--- config.mk ---
export PLATFORM = sky130hd
export DESIGN_NAME = shift_seq_ctrl
export DESIGN_NICKNAME = d
export VERILOG_FILES = /design/src/rtl/shift_seq_ctrl.sv
export SDC_FILE = /design/constraint.sdc
export NUM_CORES = 1
export LEC_CHECK = 0
export CORE_ASPECT_RATIO = 0.9
export CORE_MARGIN = 2
export CORE_UTILIZATION = 44
export DETAILED_ROUTE_END_ITERATION = 12
export PLACE_DENSITY = 0.8
export SLEW_MARGIN = 5
export SYNTH_ARGS = -nofsm -noshare
export SYNTH_HDL_FRONTEND = slang
export SYNTH_SLANG_ARGS = --single-unit
--- constraint.sdc ---
create_clock -name clk -period 1.6 [get_ports clk]
set_input_delay 0.16 -clock clk [delete_from_list [all_inputs] [get_ports clk]]
set_output_delay 0.16 -clock clk [all_outputs]
set_load 0.05 [all_outputs]
--- src/rtl/shift_seq_ctrl.sv ---
// Serial right shift/rotate sequencer: one 1-bit step per clock, amt steps per request.
// Optional SHIFT_EARLY_EXIT_EN ends the operation as soon as a non-rotate result saturates.
module shift_seq_ctrl #(
  parameter int WIDTH = 32,
  parameter int AMT_W = 5
) (
  input  logic             clk,
  input  logic             rst_n,
  input  logic             start_valid,
  output logic             start_ready,
  input  logic [WIDTH-1:0] a_in,
  input  logic [AMT_W-1:0] amt,
  input  logic             sra,
  input  logic             rotate,
  output logic [WIDTH-1:0] result,
  output logic             res_valid,
  input  logic             res_ready,
  output logic             busy
);

  typedef enum logic [1:0] {
    S_IDLE  = 2'd0,
    S_SHIFT = 2'd1,
    S_DONE  = 2'd2
  } state_t;

  state_t           state_q, state_d;
  logic [WIDTH-1:0] r_q, r_d;
  logic [AMT_W-1:0] cnt_q, cnt_d;
  logic             rot_q, rot_d;
  logic             sra_q, sra_d;
  logic [WIDTH-1:0] step_val;

  function automatic logic [WIDTH-1:0] step_fn(input logic [WIDTH-1:0] r,
                                               input logic rot, input logic ar);
    if (rot)     return {r[0], r[WIDTH-1:1]};
    else if (ar) return {r[WIDTH-1], r[WIDTH-1:1]};
    else         return {1'b0, r[WIDTH-1:1]};
  endfunction

`ifdef SHIFT_EARLY_EXIT_EN
  // Once saturated, further non-rotate steps cannot change the value.
  function automatic logic sat_fn(input logic [WIDTH-1:0] r,
                                  input logic rot, input logic ar);
    if (rot)     return 1'b0;
    else if (ar) return (r == {WIDTH{r[WIDTH-1]}});
    else         return (r == '0);
  endfunction
`endif

  assign step_val = step_fn(r_q, rot_q, sra_q);

  always_comb begin
    state_d = state_q;
    r_d     = r_q;
    cnt_d   = cnt_q;
    rot_d   = rot_q;
    sra_d   = sra_q;
    case (state_q)
      S_IDLE: begin
        if (start_valid) begin
          r_d   = a_in;
          cnt_d = amt;
          rot_d = rotate;
          sra_d = sra;
          if (amt == '0) state_d = S_DONE;
          else           state_d = S_SHIFT;
`ifdef SHIFT_EARLY_EXIT_EN
          if (sat_fn(a_in, rotate, sra)) state_d = S_DONE;
`endif
        end
      end
      S_SHIFT: begin
        r_d   = step_val;
        cnt_d = cnt_q - AMT_W'(1);
        if (cnt_q == AMT_W'(1)) state_d = S_DONE;
`ifdef SHIFT_EARLY_EXIT_EN
        if (sat_fn(step_val, rot_q, sra_q)) state_d = S_DONE;
`endif
      end
      S_DONE: begin
        if (res_ready) state_d = S_IDLE;
      end
      default: state_d = S_IDLE;
    endcase
  end

  always_ff @(posedge clk or negedge rst_n) begin
    if (!rst_n) begin
      state_q <= S_IDLE;
      r_q     <= '0;
      cnt_q   <= '0;
      rot_q   <= 1'b0;
      sra_q   <= 1'b0;
    end else begin
      state_q <= state_d;
      r_q     <= r_d;
      cnt_q   <= cnt_d;
      rot_q   <= rot_d;
      sra_q   <= sra_d;
    end
  end

  assign start_ready = (state_q == S_IDLE);
  assign res_valid   = (state_q == S_DONE);
  assign busy        = (state_q == S_SHIFT) || (state_q == S_DONE);
  assign result      = r_q;

endmodule
After elaboration in Yosys (flattened, before gate mapping):

Cells that the tools add are included.

* register bits: 41
* input port bits: 43
* output and inout bits: 35

* $add $sub $neg: 1
* eq/ne operators: 7
* muxes and demuxes: 11
* reduce and logical (&&, ||, !) cells: 8

Operator list (count)
* two-way mux 32 bit: 3
* one-hot mux 32 bit (2 select lines): 1
* one-hot mux 5 bit (2 select lines): 1
* two-way mux 2 bit: 4
* one-hot mux 2 bit (3 select lines): 1
* AND reduction 3 bit: 2
* == test 5 x 1 -> 1 bit (second input constant): 1
* logical NOT 5 bit: 1
* two-way mux 5 bit: 1
* subtractor 5 x 1 -> 5 bit (second input constant): 1
* inequality test 2 bit (second input constant): 2
* AND reduction 2 bit: 2
* inequality test 3 bit (second input constant): 1
* == test 2 x 1 -> 1 bit (second input constant): 1
* == test 2 bit (second input constant): 1
* logical NOT 2 bit: 1
* inequality test 2 x 1 -> 1 bit (second input constant): 1
* nonzero test 2 bit: 1
* logical OR 1 bit: 1

Logic depth before layout (Yosys ltp):

Gate-level depths: netlist of run 1.

* depth after elaboration: 4
* depth in mapped cells: 8
* depth with buffers taken out: 6

Worst setup path before layout of run 1:

Ideal clock, no wire load.

* kind: register to register
* start point: register state_q[0]
* end point: register r_q[0] (netlist: result[0])
* setup time: 0.083 ns
* arrival: 1.816 ns
* path slack: -0.299 ns
* stages on the path, launching flop included: 9
* buffers on the path: 3
* period minus slack after synthesis: 1.899 ns
* cell sequence: dfrtp_1 > inv_1 > ha_1 > buf_6 > mux2i_4 > buf_6 > buf_4 > nand2_1 > o21ai_0

* cells in the longest elaborated chain, start to end: 3

Ends and longest elaborated chain
* start, declared: line 27 `state_t state_q, state_d;`
* start signal, assigned: line 96 `state_q <= state_d;`
* logical NOT 2 bit *
* net start_ready: line 10 `output logic start_ready,`
* inequality test 2 bit (no source line) or nonzero test 2 bit (tied branches)
* AND reduction 2 bit (no source line)
* end signal, assigned: line 97 `r_q <= r_d;`
* end, declared: line 28 `logic [WIDTH-1:0] r_q, r_d;`

The timed path passes the listed nets; every way through them passes the cells marked *.
A chain may end at the register's enable or synchronous reset.

Worst setup path after layout of run 1:

* start point: register state_q[1]
* end point: register r_q[31] (netlist: result[31])

* cells in the longest elaborated chain, start to end: 3

Ends and longest elaborated chain
* == test 2 x 1 -> 1 bit or logical NOT 2 bit (tied branches): line 59 `case (state_q)`
* inequality test 3 bit (no source line), or another cell as far along
* AND reduction 3 bit (no source line)

Parallel ways exist; a longest one is shown, timed or not.

==> run_results.csv, run 1 <==
group,metric,value,unit
outcome,status,"completed",
yosys,yosys_register_bits,41,
timing,drv_slew,0,
timing,fmax,665,MHz
yosys,yosysTopAreaCell,"dfrtp_1",
yosys,ys_types,27,
cts,cts_tree,"built",
yosys,synth.area.top_cells,"dfrtp_1, mux2i_1, nand2_1",
finish,instances_no_fill,349,
timing,max_slew.worst_pin.slew,454,ps
floorplanning,fp.dieH,69.5,um
power,power_density,2550,mW/mm^2
yosys,synth_edf_count,0,
global_routing,grt_pass1_vias,1661,
yosys,synthCells,206,
yosys,avgSynthCellArea,10.2,um^2
detailed_routing,num_vias,1737,
worst_setup_path,cp.arrival,1690,ps
min_path,hold_class,"in -> async",
timing,setup_viol,0,
timing,holdWs,334,ps
yosys,synth_area,0.00209,mm^2
timing,slew_headroom,69.7,%
timing,period_minus_slack,1500,ps
timing,finClkSkew,7.18,ps
yosys,synth_nets,254,
floorplanning,dieWidth,76.7,um
cts,path_clk_slew,80,ps
worst_setup_path,crit_path_max_fanout,34,
floorplanning,core,0.00452,mm^2
detailed_routing,routed_wl,4900,um
global_routing,antenna_found_initial,0,
finish,multi_input_area,972,um^2
yosys,synth_ff_type,"dfrtp_1",
cts,worstSkewPairLatency,300,ps
flow_run,maxCapViolCount,0,
finish,drive_gt1_share,21.6,%
power,total_power,7.84,mW
power,leakagePower,1.38,nW
detailed_routing,dr.pass1.iters,4,
cts,cts_num_sinks,41,
timing,rsz0062_at_grt,"yes",
floorplanning,rows,23,
yosys,async_flop_share,100,%
global_routing,grt_pass1_wl,8080,um
worst_setup_path,critPathLaunchType,"register",
yosys,synth_top_area_share,49.0,%
cts,htreeDepth,2,
placed_design,gp_congestion,0.859,
worst_setup_path,setup.worst_path.class,"reg -> reg",
detailed_routing,drcViolationCount,0,
floorplanning,die_area,0.00533,mm^2
worst_setup_path,worst_r2r_path_depth,7,
detailed_routing,wire_per_inst,14.0,um
timing,timing.setup.tns,0,ps
global_routing,grt_overflow_total,0,
placed_design,placed_cells,339,
timing,hold_viol_final,0,
cts,cts_root_buffer,"clkbuf_8",
worst_setup_path,r2r_setup_slack,100,ps
finish,areaGrowthSynthToFinish,46.8,%
floorplanning,initial_utilization,46.4,%
yosys,ys_seq_area_share,49.0,%
power,max-vdd-ir-drop,1.42,mV
detailed_routing,vias_per_cell,4.98,
timing,min_period_over_period,94.0,%
yosys,ys_warn_count,0,
finish,nets,334,
cts,cts_buffers,5,
detailed_routing,drt.antenna.violating_nets,0,
finish,fillers,378,
placed_design,dpl_cell_area,0.00290,mm^2
global_routing,grt_start_max_net_pins,68,
worst_setup_path,end_kind,"register",
finish,antenna_cells,0,
finish,seqCellArea,0.00103,mm^2
global_routing,grt.total_usage,19.1,%
worst_setup_path,critical_path_required,1780,ps
floorplanning,boundaryPins,78,
detailed_routing,drtIter0Drc,69,
finish,design_area,0.00308,mm^2
placed_design,post-dp-hpwl,3430,um
cts,clk_path_buf_depth,2,
placed_design,io_buffers,77,
[flip-flops by register name (all words and copies together), names as in the netlist]
name / flops
state_q: 2
result: 32
sra_q: 1
cnt_q: 5
rot_q: 1
[worst max-delay path: stages, from the launching register on]
cell	delay, ps
dfrtp_1	420
inv_2	90
ha_4	160
mux2i_4	310
buf_12	220
a31oi_4	40
nor2_1	90
a21oi_1	50
[power breakdown]
part	leakage [nW]	switching [mW]	internal, mW
Sequential	0.501	0.444	1.56
Clock	0.0681	0.359	0.620
Combinational	0.816	3.01	1.84
Total	1.38	3.82	4.02
[what timing repair did]
| item | in CTS | in global routing |
|---|---|---|
| resized for setup | 0 | 3 |
| hold buffers | 1 | 0 |
| setup endpoints to repair | 0 | 6 |
| hold endpoints to repair | 18 | 0 |
| setup buffers | 0 | 0 |
[area by class of cell]
cell class | instances | share of cell area [%]
Sequential cell | 41 | 33.4
Clock inverter | 3 | 2.12
Tap cell | 62 | 2.52
Timing Repair Buffer | 86 | 27.2
Clock buffer | 5 | 2.24
Inverter | 8 | 0.976
Multi-Input combinational cell | 144 | 31.6
[synthesized netlist by cell type (3+ instances only)]
cell     number
nand2_1      37
o21ai_0      25
dfrtp_1      41
a21oi_1       5
inv_1         8
o22ai_1       3
mux2i_1      34
nor2_1        5
o21ai_1      11
ha_1          5
buf_2         5
buf_4         4
[metal layers]
metal | global-route usage, % | up-vias | part of all wire, % | routed length [um]
li1 | - | 873 | - | -
met1 | 27.1 | 806 | 49 | 2380
met3 | 6.38 | 6 | 5.9 | 291
met2 | 27.6 | 52 | 44 | 2170
met4 | 5.45 | 0 | 1.1 | 56
met5 | 0 | - | 0 | 0
[metrics by stage]
stage          setup slack [ps]  util (%)
3_5_place_dp               41.9      64.1
2_1_floorplan             -7.84         -
5_1_grt                   -14.6      68.1
3_3_place_gp               56.3      64.1
4_1_cts                    58.7      67.3
6_report                   95.7      68.1
[worst paths after layout]
| path | from | end |
|---|---|---|
| worst max-delay path | state_q[1] | result[31] |
| worst min-delay path | rst_n | cnt_q[4] |
| worst max register to register | state_q[1] | result[31] |
| worst min register to register | result[12] | result[12] |
| max in group asynchronous | rst_n | result[5] |
| min in group clk | sra | sra_q |
[layout by cell type (no fill, tap or decap), types with 3 or more instances in the layout]
cell type,n
ha_1,3
o21ai_0,25
mux2i_1,34
o21ai_1,11
nand2_1,37
a21oi_1,4
o22ai_1,3
buf_4,35
nor2_1,5
clkdlybuf4s50_1,41
dfrtp_1,41
buf_12,5
clkbuf_8,5
inv_1,6
[cells by family after synthesis]
family                   share of synthesized area [%]
AO/OA/AOI/OAI                                     14.0
AND/OR/NAND/NOR                                   10.2
flip-flops                                        49.0
multiplexers                                      18.4
buffers and inverters                             5.50
adder cells (fa/ha/maj)                           2.99
No activity file was read; power rests on OpenSTA's default activity.
==> inputs of run 2 (changes only) <==
--- a/config.mk
+++ b/config.mk
@@ -10,7 +10,7 @@
 export CORE_UTILIZATION = 44
 export DETAILED_ROUTE_END_ITERATION = 12
 export PLACE_DENSITY = 0.8
-export SLEW_MARGIN = 5
+export SLEW_MARGIN = 0
 export SYNTH_ARGS = -nofsm -noshare
 export SYNTH_HDL_FRONTEND = slang
 export SYNTH_SLANG_ARGS = --single-unit
==> results of run 2 <==
The final DEF is identical to that of run 1; final timing and power are the same.
